`config.mk`:
```
export PLATFORM = sky130hd
export DESIGN_NAME = hazard_forward_unit
export DESIGN_NICKNAME = d
export VERILOG_FILES = /design/src/rtl/hazard_forward_unit.sv
export SDC_FILE = /design/constraint.sdc
export NUM_CORES = 1
export LEC_CHECK = 0
export ABC_AREA = 1
export BUFFER_PORTS_ARGS = -buffer_cell sky130_fd_sc_hd__buf_2
export CAP_MARGIN = 20
export CORE_UTILIZATION = 54
export CTS_CLUSTER_DIAMETER = 40
export DETAILED_ROUTE_END_ITERATION = 12
export GPL_ROUTABILITY_DRIVEN = 0
export PLACE_DENSITY = 0.82
export SLEW_MARGIN = 20
export SYNTH_ARGS = -nofsm -noshare
export SYNTH_HDL_FRONTEND = slang
export SYNTH_SLANG_ARGS = --single-unit
```
`constraint.sdc`:
```
create_clock -name clk_i -period 2 [get_ports clk_i]
set_input_delay 0.4 -clock clk_i [delete_from_list [all_inputs] [get_ports clk_i]]
set_output_delay 0.4 -clock clk_i [all_outputs]
set_load 0.03 [all_outputs]
```
`src/rtl/hazard_forward_unit.sv`:
```
// Load-use hazard detection and EX operand forwarding for a 5-stage pipeline.
// Optional stall-cycle counter on stall_cnt_o is built when HFU_STALL_CNT_EN is defined.
module hazard_forward_unit (
  input  logic       clk_i,
  input  logic       rst_i,
  input  logic       id_valid_i,
  input  logic [4:0] id_rs_i,
  input  logic [4:0] id_rt_i,
  input  logic       id_use_rt_i,
  input  logic [4:0] id_dest_i,
  input  logic       id_regwrite_i,
  input  logic       id_memread_i,
  input  logic       flush_i,
  output logic [1:0] forward_1_o,
  output logic [1:0] forward_2_o,
  output logic       stall_o
`ifdef HFU_STALL_CNT_EN
  ,
  output logic [15:0] stall_cnt_o
`endif
);

  typedef enum logic {
    ST_RUN   = 1'b0,
    ST_STALL = 1'b1
  } state_t;

  typedef struct packed {
    logic       valid;
    logic [4:0] dest;
    logic       regwrite;
    logic       memread;
  } stage_t;

  localparam logic [1:0] FWD_RF  = 2'b00;
  localparam logic [1:0] FWD_MEM = 2'b01;
  localparam logic [1:0] FWD_WB  = 2'b10;

  localparam stage_t BUBBLE = '{valid: 1'b0, dest: 5'd0, regwrite: 1'b0, memread: 1'b0};

  state_t r_state;
  state_t w_state_nxt;
  stage_t r_ex;
  stage_t r_mem;
  stage_t r_wb;
  stage_t w_id;
  logic   w_hazard;
  logic   w_advance;
  logic   w_stall;
  logic [1:0] w_fwd_1;
  logic [1:0] w_fwd_2;
  logic   w_unused;

  // EX-stage match wins over MEM; register 0 is hard-wired and never forwarded.
  function automatic logic [1:0] fwd_sel(input stage_t ex, input stage_t mem,
                                         input logic [4:0] src);
    logic [1:0] sel;
    sel = FWD_RF;
    if (ex.valid && ex.regwrite && (ex.dest != 5'd0) && (ex.dest == src)) begin
      sel = FWD_MEM;
    end else if (mem.valid && mem.regwrite && (mem.dest != 5'd0) && (mem.dest == src)) begin
      sel = FWD_WB;
    end
    return sel;
  endfunction

  assign w_id = '{valid: id_valid_i, dest: id_dest_i,
                  regwrite: id_regwrite_i, memread: id_memread_i};

  assign w_hazard = id_valid_i && r_ex.valid && r_ex.memread && (r_ex.dest != 5'd0) &&
                    ((r_ex.dest == id_rs_i) || (id_use_rt_i && (r_ex.dest == id_rt_i)));

  assign w_fwd_1 = fwd_sel(r_ex, r_mem, id_rs_i);
  assign w_fwd_2 = fwd_sel(r_ex, r_mem, id_rt_i);

  // stall_o is combinational so PC and IF/ID freeze in the same cycle the hazard appears.
  always_comb begin
    w_stall     = 1'b0;
    w_state_nxt = r_state;
    case (r_state)
      ST_RUN: begin
        w_stall = w_hazard & ~flush_i;
        if (w_stall) begin
          w_state_nxt = ST_STALL;
        end
      end
      ST_STALL: begin
        w_state_nxt = ST_RUN;
      end
      default: begin
        w_state_nxt = ST_RUN;
      end
    endcase
  end

  assign stall_o   = w_stall;
  assign w_advance = ~w_stall & ~flush_i;

  always_ff @(posedge clk_i or negedge rst_i) begin
    if (!rst_i) begin
      r_state <= ST_RUN;
    end else begin
      r_state <= w_state_nxt;
    end
  end

  // Stall or flush inserts a bubble into EX while older stages keep draining.
  always_ff @(posedge clk_i or negedge rst_i) begin
    if (!rst_i) begin
      r_ex  <= BUBBLE;
      r_mem <= BUBBLE;
      r_wb  <= BUBBLE;
    end else begin
      r_ex  <= w_advance ? w_id : BUBBLE;
      r_mem <= r_ex;
      r_wb  <= r_mem;
    end
  end

  always_ff @(posedge clk_i or negedge rst_i) begin
    if (!rst_i) begin
      forward_1_o <= FWD_RF;
      forward_2_o <= FWD_RF;
    end else if (w_advance) begin
      forward_1_o <= w_fwd_1;
      forward_2_o <= w_fwd_2;
    end else begin
      forward_1_o <= FWD_RF;
      forward_2_o <= FWD_RF;
    end
  end

`ifdef HFU_STALL_CNT_EN
  always_ff @(posedge clk_i or negedge rst_i) begin
    if (!rst_i) begin
      stall_cnt_o <= 16'd0;
    end else if (w_stall && (stall_cnt_o != 16'hFFFF)) begin
      stall_cnt_o <= stall_cnt_o + 16'd1;
    end
  end
`endif

  // WB shadow is kept for pipeline-state observation only; nothing forwards from it.
  assign w_unused = ^r_wb;

endmodule

```
* Word-level counts from Yosys, hierarchy flattened
Cells that the tools add are included.
** Storage, ports and cells
- ROM bits :: 0
- Bits in latches :: 0
- Memories kept :: 0
- Output and inout bits :: 5
- Logic and storage cells :: 45
- Flip-flop bits (word level) :: 20
- RAM bits :: 0
- Bits of input ports :: 22
** Operators by class
- Equal/unequal tests :: 4
- Reduce and logical (&&, ||, !) cells :: 16
- $mul :: 0
- Multiplexer cells :: 10
- Add/subtract/negate cells :: 0
- Magnitude comparators :: 0
- Div/mod/pow operators :: 0
- Bitwise operators :: 5
- Shift operators :: 0
** Operators with widths (number)
- 5-bit equality test :: 4
- 1-bit logical AND :: 13
- 2-bit 2-to-1 mux :: 6
- 5-bit nonzero test :: 2
- 8-bit 2-to-1 mux :: 1
- 1-bit inverter :: 3
- 1-bit AND :: 2
- 1-bit 2-to-1 mux :: 2
- 1-bit case mux with 2 select lines :: 1
- 1-bit logical OR :: 1

* Logic depth before layout (Yosys ltp)
- Depth in word-level cells :: 9
- Gate-level depth with buffers :: 10
- Depth with buffers taken out :: 9

* Worst setup path before layout
Ideal clock, no wire load.
- Path type :: input-to-output
- Start :: input id_rt_i[3]
- End :: output stall_o
- Required time :: 1.600 ns
- Arrival :: 1.057 ns
- Path slack :: 0.543 ns
- Path buffers :: 0
- Stages :: 8
- Path through :: inv_1 > nand2_1 > nand2_1 > nor2_2 > nand4_1 > nand2_1 > nand2_2 > inv_1
** On the way
- Longest elaborated chain between the ends :: 6
** RTL lines
- from (decl) :: RTL line 8 : input logic [4:0] id_rt_i,
- 5-bit equality test :: RTL line 71 : ((r_ex.dest == id_rs_i) || (id_use_rt_i && (r_ex.dest == id_rt_i)));
- 1-bit logical AND :: RTL line 71
- 1-bit logical OR :: RTL line 71
- 1-bit logical AND :: RTL line 70 : assign w_hazard = id_valid_i && r_ex.valid && r_ex.memread && (r_ex.dest != 5'd0) &&
- 1-bit AND :: RTL line 82 : w_stall = w_hazard & ~flush_i;
- 1-bit 2-to-1 mux :: RTL line 80 : case (r_state)
- to (decl) :: RTL line 16 : output logic stall_o
Every way passes these cells.

* Final worst setup path
- Start :: register r_ex[3] (netlist bit)
- End :: output stall_o
** On the way
- Longest elaborated chain between the ends :: 6
- Elaborated cells between the ends (all ways) :: 9
- Classes of those cells :: 2 x eq/ne; 1 x mux; 1 x bitwise; 5 x reduce/logical
** RTL lines
- from (decl) :: RTL line 43 : stage_t r_ex;
- from (signal assigned) :: RTL line 114 : r_ex <= w_advance ? w_id : BUBBLE;
- 5-bit equality test :: RTL line 71
- 1-bit logical AND :: RTL line 71
- 1-bit logical OR :: RTL line 71
- 1-bit logical AND (*) :: RTL line 70
- 1-bit AND (*) :: RTL line 82
- 1-bit 2-to-1 mux (*) :: RTL line 80
Every way passes the cells marked *; elsewhere a longest branch is shown, timed or not.

==> run metrics <==
WHS ~0.0083 ns; Setup CP Type register to output pin; final instance area around 0.0012 sq mm; worst clock skew 0.00438 ns; Skew-Pair Late Insertion Delay 0.31 ns; PnR Total Power between 0.8 and 0.9 mW; # DRC 0; DIE HEIGHT 45.2 microns; post-DP HPWL roughly 1500 microns; Setup-failing EPs final 0; Die W 45.2 microns; core area roughly 0.0017 sq mm; Worst R2R Path Depth 9; vias per inst 4.51; Die Area 0.00204 sq mm; largest cells by area after synthesis dfrtp_1 (50%), xnor2_1 (12%), nand2_1 (9.3%); RSZ-0062 raised after global routing true; outcome finished clean; pwr dens 726 mW/mm^2; Fill cells 150; Cell variety after synth 14; ys flop type dfrtp_1; H-tree levels 1; Synth Register Bits 20; CTS Buf Count 3; Comb pwr share 0.133; NetSw 0.207 mW; Met1 Routed Length 725 microns; Worst-path clk slew 0.11 ns; syn_area_per_cell 8.75 sq um; Cell Area, Placed 0.00115 sq mm; I/O Buffers 26; share of cells above drive strength 1 0.359; initial detailed-routing violation count 5; Final Util 0.697; Sink Count 20; Slew HR 0.718; final worst path period need between 1.5 and 2 ns; Final #Nets around 170; CP Data Required Time roughly 1.6 ns; r2r startpoint r_ex[3]; CTS Hold Bufs 0; total of warnings raised by yosys 0; DR WL met3 92 microns; cell area after synthesis 0.00101 sq mm; Worst setup EP type output pin; static leakage 0.652 nW; Worst Path Max Fanout 4; Cell Int Power ~0.68 mW; EDFF count, synth 0; final period utilization 0.954; startpoint types register; Avg WL per Cell 10.6 microns; Starting Density 0.576; Sw Ratio 0.234; first-pass GRT wire length 2840 microns; met2 wire length between 900 and 1000 microns; Seq pwr share 0.493; post-synth top area share 0.498; fin. max-slew vios 0; flop2flop setup slack 0.66 ns; antenna violations before repair 0; Hold Crit Class primary input to asynchronous set/reset pin; Synth top cells by count nand2_1 (25), dfrtp_1 (20), inv_1 (19); CTS tree yes; fmax 0.524 GHz; Clk pwr share 0.373; Mapped Nets around 140; Layout area overhead 21.0%; final WL 1800 microns; Worst Setup EP stall_o; total grt overflow 0; Synth area leader dfrtp_1; CTS root buffer clkbuf_4; total number of vias 766; antenna diode count 0; vias in the first global route 706; RR Endpoint forward_2_o[1]; count leader, synth nand2_1; pin count of the biggest net entering global routing 21; CP Launch Point r_ex[3]; worst-margin pin slew 0.424 ns; Arr. time, crit path 1.51 ns; GRT Total Usage 0.204; number of buffers on the longest clock path 2; Hold Vio Cnt, Final 0; Syn Inst Count around 120; Max IR drop VDD around 0.82 mV; Async SR Flop Fraction 1.00; Row Count 15; antenna viol nets, final 0; I/O pins 27; max-capacitance violation count 0; sequential-to-total area share from yosys stat 0.498; Pre-Repair DR Iteration Count 4; top sig layer met4
[final cells by class]
cell class | count | area (sq um) | area share
well taps | 25 | 31.3 | 0.0257
inverters | 21 | 78.8 | 0.0647
flip-flops and latches | 20 | 502 | 0.412
multi-input cells | 73 | 409 | 0.336
clock inverters | 1 | 30.0 | 0.0247
clock buffers | 3 | 22.5 | 0.0185
repair buffers | 27 | 144 | 0.118
[sequential cells by signal, summed over array words and instances (netlist names)]
register	cells
forward_1_o	2
forward_2_o	2
r_ex	8
r_mem	7
r_state	1
[worst min-delay path by stage]
| stage | endpoint | from |
|---|---|---|
| after floorplan | forward_1_o[0] | rst_i |
| after global placement | r_mem[5] | rst_i |
| after detailed placement | r_mem[5] | rst_i |
| after CTS | forward_2_o[0] | rst_i |
| after global routing | r_mem[6] | rst_i |
| final | r_mem[6] | rst_i |
[power by group through the flow]
| stage | Sequential (mW) | Combinational [mW] | Clock, mW |
|---|---|---|---|
| 2_1_floorplan | 0.439 | 0.0733 | 0 |
| 3_3_place_gp | 0.442 | 0.110 | 0 |
| 3_5_place_dp | 0.443 | 0.115 | 0 |
| 4_1_cts | 0.435 | 0.115 | 0.336 |
| 5_1_grt | 0.438 | 0.132 | 0.351 |
| 6_report | 0.436 | 0.118 | 0.330 |
[kinds of logic after synthesis]
group / Yosys count / synth area share
and+or+nand+nor: 59 / 0.282
buffers and inverters: 22 / 0.0983
DFF: 20 / 0.498
xor gates and xnor gates: 14 / 0.122
[worst max-delay path: stages (launching register included)]
cell	delay, ns
dfrtp_1	0.43
inv_2	0.05
nand2_1	0.05
nand2_1	0.06
nor2_2	0.16
nand4_1	0.10
nand2_1	0.09
nand2_2	0.07
inv_2	0.07
buf_6	0.12
[layer usage]
metal  track usage  vias up
li1              -      399
met1         0.230      338
met2         0.365       25
met3        0.0360        4
met4         0.103        0
met5             0        -
[cells in the final DEF (no fill, tap or decap)]
| master | instances |
|---|---|
| clkbuf_4 | 3 |
| bufinv_16 | 1 |
| dfrtp_1 | 19 |
| nand4_1 | 4 |
| buf_2 | 25 |
| buf_6 | 1 |
| nor3_1 | 3 |
| inv_1 | 16 |
| inv_2 | 5 |
| nor2_2 | 12 |
| dfrtp_2 | 1 |
| nand2_1 | 24 |
| nand3_1 | 5 |
| buf_4 | 1 |
| nand2_2 | 2 |
| xnor2_1 | 14 |
| nor2_1 | 7 |
| nand2_4 | 1 |
| or2_1 | 1 |
[stage by stage]
| stage | cells | setup slack (ns) | setup TNS [ns] |
|---|---|---|---|
| 2_1_floorplan | 115 | 0.543 | 0 |
| 3_3_place_gp | 165 | 0.325 | 0 |
| 3_5_place_dp | 165 | 0.294 | 0 |
| 4_1_cts | 169 | 0.0284 | 0 |
| 5_1_grt | 170 | -0.0167 | -0.0167 |
| 6_report | 170 | 0.0919 | 0 |
[timing repair]
action | 4_1_cts | 5_1_grt
cloned | 0 | 0
pin swaps | 0 | 3
setup buffers | 0 | 1
resized for setup | 1 | 6
endpoints found under the setup margin | 1 | 1
Power figures use the tool's default switching activity.
